File: src/rtl/md_stream_pkg.sv
// Shared definitions for the cell position streamer.
//   MEM_LATENCY : cycles from a cell memory read enable to valid read data.
//   ST_*        : FSM state encoding used by cell_pos_streamer.
package md_stream_pkg;

  localparam int MEM_LATENCY = 2;

  localparam int STATE_W = 3;
  localparam logic [STATE_W-1:0] ST_IDLE     = 3'd0;
  localparam logic [STATE_W-1:0] ST_RD_CNT   = 3'd1;
  localparam logic [STATE_W-1:0] ST_WAIT_CNT = 3'd2;
  localparam logic [STATE_W-1:0] ST_STREAM   = 3'd3;
  localparam logic [STATE_W-1:0] ST_DRAIN    = 3'd4;

endpackage

File: src/rtl/pos_stream_fifo.sv
// Show-ahead synchronous FIFO used as the streamer's output buffer.
//   clk, rst_n   : clock, async active-low reset (clears pointers/count)
//   push_i       : write push_data_i (ignored when full and not popping)
//   pop_i        : consume the head entry (ignored when empty)
//   pop_data_o   : head entry, valid whenever count_o != 0
//   count_o      : current occupancy, 0..DEPTH
module pos_stream_fifo #(
  parameter int WIDTH = 104,
  parameter int DEPTH = 4
) (
  input  logic                     clk,
  input  logic                     rst_n,
  input  logic                     push_i,
  input  logic [WIDTH-1:0]         push_data_i,
  input  logic                     pop_i,
  output logic [WIDTH-1:0]         pop_data_o,
  output logic [$clog2(DEPTH):0]   count_o
);

  localparam int AW = $clog2(DEPTH);
  localparam int CW = AW + 1;

  logic [WIDTH-1:0] mem_q [DEPTH];
  logic [AW-1:0]    wr_ptr_q, rd_ptr_q;
  logic [CW-1:0]    count_q;
  logic             do_push, do_pop;

  assign do_pop  = pop_i && (count_q != '0);
  assign do_push = push_i && ((count_q != CW'(DEPTH)) || do_pop);

  // NOTE: the storage array has no reset; the pointers alone decide which
  // entries are valid, so clearing the data would only cost reset fan-out.
  always_ff @(posedge clk) begin
    if (do_push) mem_q[wr_ptr_q] <= push_data_i;
  end

  always_ff @(posedge clk or negedge rst_n) begin
    if (!rst_n) begin
      wr_ptr_q <= '0;
      rd_ptr_q <= '0;
      count_q  <= '0;
    end else begin
      if (do_push) wr_ptr_q <= wr_ptr_q + AW'(1);
      if (do_pop)  rd_ptr_q <= rd_ptr_q + AW'(1);
      case ({do_push, do_pop})
        2'b10:   count_q <= count_q + CW'(1);
        2'b01:   count_q <= count_q - CW'(1);
        default: count_q <= count_q;
      endcase
    end
  end

  assign pop_data_o = mem_q[rd_ptr_q];
  assign count_o    = count_q;

endmodule

File: src/rtl/cell_pos_streamer.sv
// Reads one cell from the cell memory and streams its particle positions.
// Address 0 holds the particle count; addresses 1..count hold the
// {posz, posy, posx} words, which are emitted in order on a valid/ready
// stream tagged with their source address.
//   clk, rst_n      : clock, async active-low reset
//   start           : one-cycle pulse, begins a readout (ignored while busy)
//   busy, done      : readout in progress / one-cycle completion pulse
//   mem_address, mem_rden, mem_wren, mem_q : cell memory port (read only)
//   particle_count  : saturated count latched for the current cell
//   out_data, out_index, out_valid, out_ready, out_last : output stream
module cell_pos_streamer
  import md_stream_pkg::*;
#(
  parameter int DATA_WIDTH   = 96,
  parameter int ADDR_WIDTH   = 8,
  parameter int PARTICLE_NUM = 220,
  parameter int FIFO_DEPTH   = 4
) (
  input  logic                  clk,
  input  logic                  rst_n,
  input  logic                  start,
  output logic                  busy,
  output logic                  done,
  output logic [ADDR_WIDTH-1:0] mem_address,
  output logic                  mem_rden,
  output logic                  mem_wren,
  input  logic [DATA_WIDTH-1:0] mem_q,
  output logic [ADDR_WIDTH-1:0] particle_count,
  output logic [DATA_WIDTH-1:0] out_data,
  output logic [ADDR_WIDTH-1:0] out_index,
  output logic                  out_valid,
  input  logic                  out_ready,
  output logic                  out_last
);

  localparam int FIFO_W = DATA_WIDTH + ADDR_WIDTH;
  localparam int CW     = $clog2(FIFO_DEPTH) + 1;
  localparam int PW     = CW + 1;
  localparam logic [ADDR_WIDTH-1:0] CNT_MAX   = ADDR_WIDTH'(PARTICLE_NUM - 1);
  localparam logic [1:0]            WAIT_LAST = 2'(MEM_LATENCY - 1);

  logic [STATE_W-1:0]    state_q, state_d;
  logic [1:0]            wait_q, wait_d;
  logic [ADDR_WIDTH-1:0] addr_q, addr_d;
  logic [ADDR_WIDTH-1:0] count_q, count_d;

  // In-flight reads: one valid/index stage per cycle of memory latency.
  logic [MEM_LATENCY-1:0] infl_vld_q;
  logic [ADDR_WIDTH-1:0]  infl_idx_q [MEM_LATENCY];

  logic [CW-1:0]         fifo_count;
  logic [FIFO_W-1:0]     fifo_head;
  logic [PW-1:0]         pending;
  logic                  issue, drained, fifo_pop;
  logic [ADDR_WIDTH-1:0] cnt_raw, cnt_sat;

  // Reads are only issued while every outstanding word is guaranteed a FIFO
  // slot, so backpressure can never drop returning data.
  always_comb begin
    pending = PW'(fifo_count);
    for (int i = 0; i < MEM_LATENCY; i++) pending = pending + PW'(infl_vld_q[i]);
  end

  assign issue   = (state_q == ST_STREAM) && (pending < PW'(FIFO_DEPTH));
  assign drained = (infl_vld_q == '0) && (fifo_count == '0);
  assign cnt_raw = mem_q[ADDR_WIDTH-1:0];
  assign cnt_sat = (cnt_raw > CNT_MAX) ? CNT_MAX : cnt_raw;

  // NOTE: every always_comb output gets a default first so no path through
  // the case statement leaves a variable unassigned and infers a latch.
  always_comb begin
    state_d = state_q;
    wait_d  = wait_q;
    addr_d  = addr_q;
    count_d = count_q;
    case (state_q)
      ST_IDLE: if (start) state_d = ST_RD_CNT;
      ST_RD_CNT: begin
        wait_d  = '0;
        state_d = ST_WAIT_CNT;
      end
      ST_WAIT_CNT: begin
        if (wait_q == WAIT_LAST) begin
          count_d = cnt_sat;
          addr_d  = ADDR_WIDTH'(1);
          state_d = (cnt_sat == '0) ? ST_DRAIN : ST_STREAM;
        end else begin
          wait_d = wait_q + 2'd1;
        end
      end
      ST_STREAM: begin
        if (issue) begin
          addr_d = addr_q + ADDR_WIDTH'(1);
          if (addr_q == count_q) state_d = ST_DRAIN;
        end
      end
      ST_DRAIN: if (drained) state_d = ST_IDLE;
      default:  state_d = ST_IDLE;
    endcase
  end

  // NOTE: sequential state uses non-blocking assignments so every register
  // samples the pre-edge value of the others regardless of statement order.
  always_ff @(posedge clk or negedge rst_n) begin
    if (!rst_n) begin
      state_q    <= ST_IDLE;
      wait_q     <= '0;
      addr_q     <= '0;
      count_q    <= '0;
      infl_vld_q <= '0;
      for (int i = 0; i < MEM_LATENCY; i++) infl_idx_q[i] <= '0;
    end else begin
      state_q       <= state_d;
      wait_q        <= wait_d;
      addr_q        <= addr_d;
      count_q       <= count_d;
      infl_vld_q    <= {infl_vld_q[MEM_LATENCY-2:0], issue};
      infl_idx_q[0] <= addr_q;
      for (int i = 1; i < MEM_LATENCY; i++) infl_idx_q[i] <= infl_idx_q[i-1];
    end
  end

  pos_stream_fifo #(
    .WIDTH (FIFO_W),
    .DEPTH (FIFO_DEPTH)
  ) u_fifo (
    .clk         (clk),
    .rst_n       (rst_n),
    .push_i      (infl_vld_q[MEM_LATENCY-1]),
    .push_data_i ({mem_q, infl_idx_q[MEM_LATENCY-1]}),
    .pop_i       (fifo_pop),
    .pop_data_o  (fifo_head),
    .count_o     (fifo_count)
  );

  assign out_valid = (fifo_count != '0);
  assign fifo_pop  = out_valid && out_ready;
  // Head is gated so stale buffer contents never show when nothing is valid.
  assign out_data  = out_valid ? fifo_head[FIFO_W-1:ADDR_WIDTH] : '0;
  assign out_index = out_valid ? fifo_head[ADDR_WIDTH-1:0] : '0;
  assign out_last  = out_valid && (fifo_head[ADDR_WIDTH-1:0] == count_q);

  assign mem_rden       = (state_q == ST_RD_CNT) || issue;
  assign mem_address    = issue ? addr_q : '0;
  assign mem_wren       = 1'b0;
  assign particle_count = count_q;
  assign busy           = (state_q != ST_IDLE);
  assign done           = (state_q == ST_DRAIN) && drained;

endmodule

File: config.mk
export PLATFORM = sky130hd
export DESIGN_NAME = cell_pos_streamer
export DESIGN_NICKNAME = d
export VERILOG_FILES = /design/src/rtl/md_stream_pkg.sv /design/src/rtl/pos_stream_fifo.sv /design/src/rtl/cell_pos_streamer.sv
export SDC_FILE = /design/constraint.sdc
export NUM_CORES = 1
export LEC_CHECK = 0
export CORE_ASPECT_RATIO = 1.1
export CORE_MARGIN = 2
export CORE_UTILIZATION = 55
export CTS_CLUSTER_SIZE = 14
export DETAILED_ROUTE_END_ITERATION = 8
export GPL_TIMING_DRIVEN = 0
export PLACE_DENSITY = 0.89
export SYNTH_ARGS = -nofsm -noshare
export SYNTH_HDL_FRONTEND = slang
export SYNTH_SLANG_ARGS = --single-unit
File: constraint.sdc
create_clock -name clk -period 4.6 [get_ports clk]
set_clock_uncertainty 0.2 [all_clocks]
set_input_delay 0.92 -clock clk [delete_from_list [all_inputs] [get_ports clk]]
set_output_delay 0.92 -clock clk [all_outputs]
set_load 0.005 [all_outputs]
==> impl_metrics.tcl <==
set metrics [dict create \
    status "completed" \
    worstSetupPathType "reg -> out" \
    reg2reg_from "u_fifo.count_o[2]$_DFFE_PN0P_" \
    synth_ff_type "edfxtp_1" \
    setup_violations 0 \
    critPathCapture "out_last" \
    worst-endpoint-required_ps 3480 \
    routedWlPerCell_um 22.8 \
    cts-root-buf "clkbuf_16" \
    rr_worst_depth 6 \
    syn_area_mm2 0.0180 \
    wl_um 36900 \
    cts_buffers 43 \
    syn_area_per_cell_um2 20.3 \
    synthArstFlopShare 0.0996 \
    grt_setup_unrepaired "false" \
    end_kind "primary output" \
    vias 9326 \
    p_sw_frac 0.279 \
    drt_iter0_drc 753 \
    fin_crit_sh 0.911 \
    num_rows 69 \
    synth-edff-count 416 \
    drc 0 \
    pre_cts_slack_ps 641 \
    cts_sinks 462 \
    place_congestion 0.913 \
    synthCells 886 \
    die_area_mm2 0.0342 \
    tightest_slew_ps 866 \
    syn_nets 995 \
    io_buffers 224 \
    vias_per_cell 5.76 \
    ir_worst_vdd_mv 0.337 \
    fp.dieW_um 177 \
    die_h_um 194 \
    cts_tree "yes" \
    hpwl_um 23400 \
    setup_ws_ps 407 \
    pin_count 226 \
    fp.coreArea_mm2 0.0323 \
    slew_viol_final 0 \
    drv_cap 0 \
    pwr-share-seq 0.404 \
    synth_warnings 0 \
    final_area_mm2 0.0223 \
    synthTopCellsByArea "edfxtp_1 69%, mux4_2 13%, dfrtp_1 6.4%" \
    p_per_area_mw_per_mm2 659 \
    grt_first_pass_wirelength_um 56600 \
    startpoint "u_fifo.rd_ptr_q[0]$_DFFE_PN0P_" \
    p_leak_nw 7.47 \
    relSlewSlack 0.423 \
    final_hold_viol_count 0 \
    drtAntennaViolNets 0 \
    nNetsFinal 1270 \
    grt_start_max_net_pins 57 \
    grt-ovfl-total 0 \
    antenna_found_initial 4 \
    layout.cells.non_filler 1618 \
    max_clock_freq_mhz 239 \
    ys_types 50 \
    postCtsHoldBufs 0 \
    grt_pass1_vias 9871 \
    rrSetupSlack_ps 1840 \
    tns_ps 0 \
    clk_pin_slew_ps 60 \
    dp.cells 1543 \
    power.switching_mw 4.11 \
    power.share.combinational 0.370 \
    internal-power_mw 10.6 \
    pwr-share-clk 0.226 \
    final_cell_mix "416 x edfxtp_1, 223 x clkdlybuf4s50_1, 112 x and2_1, 104 x mux4_2, 46 x dfrtp_1" \
    drive_above_1_share 0.174 \
    worstPathMaxFanout 10 \
    yosysTopAreaCellShare 0.694 \
    hp-class "in -> async" \
    start_kind "register" \
    crit_arrival_ps 3070 \
    fin_crit_ps 4190 \
    gr-usage-all-layers 0.220 \
    synth_top_area_cell "edfxtp_1" \
    post_dp_cell_area_mm2 0.0210 \
    fill_cells 2035 \
    clkLatencyLatePin_ps 530 \
    clock_path_buffers 3 \
    r2r-end "u_fifo.mem_q[2][103]$_DFFE_PP_" \
    drt-pass1-iter-count 6 \
    area_delta_synth_final_pct 23.8 \
    synth_seq_area_share 0.757 \
    start_util 0.558 \
    htree_levels 2 \
    final_common_cell "edfxtp_1" \
    ys_ff_latch 462 \
]
## kinds of logic after synthesis
logic type / share of synthesized area
simple gates: 0.0581
flops: 0.757
buf+inv: 0.0147
mux: 0.133
xor+xnor: 0.0107
other cells: 0.000208
compound gates: 0.0187
fa+ha+maj: 0.00667
## layout make-up
cell class / instances / area [µm²] / share of cell area
clock inverters: 21 / 151 / 0.00679
plain buffers: 43 / 210 / 0.00943
clock buffers: 53 / 1170 / 0.0523
diodes: 2 / 5.00 / 0.000225
flip-flops and latches: 462 / 13600 / 0.612
multi-input cells: 366 / 4110 / 0.185
repair buffers: 231 / 2410 / 0.108
inverters: 14 / 52.6 / 0.00236
well taps: 426 / 533 / 0.0239
## how the worst min path moves through the flow
stage | endpoint | startpoint | slack, ps
after floorplan | infl_idx_q[0]$_DFF_PN0_ | infl_idx_q[8]$_DFF_PN0_ | 130
after global placement | infl_idx_q[5]$_DFF_PN0_ | infl_idx_q[13]$_DFF_PN0_ | 130
after detailed placement | infl_idx_q[4]$_DFF_PN0_ | infl_idx_q[12]$_DFF_PN0_ | 140
after CTS | particle_count[0]$_DFFE_PN0P_ | rst_n | 130
after global routing | wait_q[1]$_DFFE_PN0P_ | rst_n | 160
final | particle_count[5]$_DFFE_PN0P_ | rst_n | 140
## registers in the layout, summed over array words and instances, names as in the netlist
register	cells
addr_q	8
infl_idx_q	16
infl_vld_q	2
particle_count	8
state_q	3
u_fifo.count_o	3
u_fifo.mem_q	416
u_fifo.rd_ptr_q	2
u_fifo.wr_ptr_q	2
wait_q	2
## timing repair
action | in CTS | in global routing
setup endpoints to repair | 0 | 11
setup buffers | 0 | 0
resized for setup | 0 | 2
## layer usage
layer	up-vias	track usage	wire, µm	share of wire
li1	4060	-	-	-
met1	4842	0.291	14300	0.39
met2	351	0.375	19300	0.52
met3	69	0.0384	2260	0.061
met4	4	0.0676	956	0.026
met5	-	0	31	0.00084
## per-stage QoR
step                 util  total power, mW  hold slack [ps]
detailed placement  0.649             11.5              136
floorplan               -             8.88              131
finish              0.690             14.7              145
global placement    0.644             11.4              131
global route        0.690             15.4              157
CTS                 0.690             14.9              131
## cells in the mapped netlist, drive strengths merged (2+ instances only)
master    n
clkbuf   22
a31oi     2
inv      14
edfxtp  416
o311ai    2
or3       3
nand4     3
nor2      4
nand3     9
ha        8
nor3      2
o22a      4
or4       2
a211oi    5
a211o     2
buf      22
nand2    23
mux2i     5
nand2b    2
nor2b     2
o21ai     9
or2       4
nor4      5
a21o      3
xnor2    12
a21oi     9
xor2     10
dfrtp    46
mux4    104
and2    116
a22oi     2
## power by group through the flow
stage                     Clock (mW)  Sequential [mW]  Combinational, mW
after global routing            3.54             6.00               5.86
after detailed placement           0             6.02               5.49
after global placement             0             6.12               5.31
final                           3.32             5.93               5.43
after CTS                       3.39             5.94               5.55
after floorplan                    0             5.99               2.89
## critical path: stages (launching register included)
cell and delay [ps]:
dfrtp_1 330, buf_2 230, buf_4 290, mux4_2 620, xnor2_1 200, nand3_1 100, nor3_1 200, clkdlybuf4s50_1 550
Power figures use the tool's default switching activity.
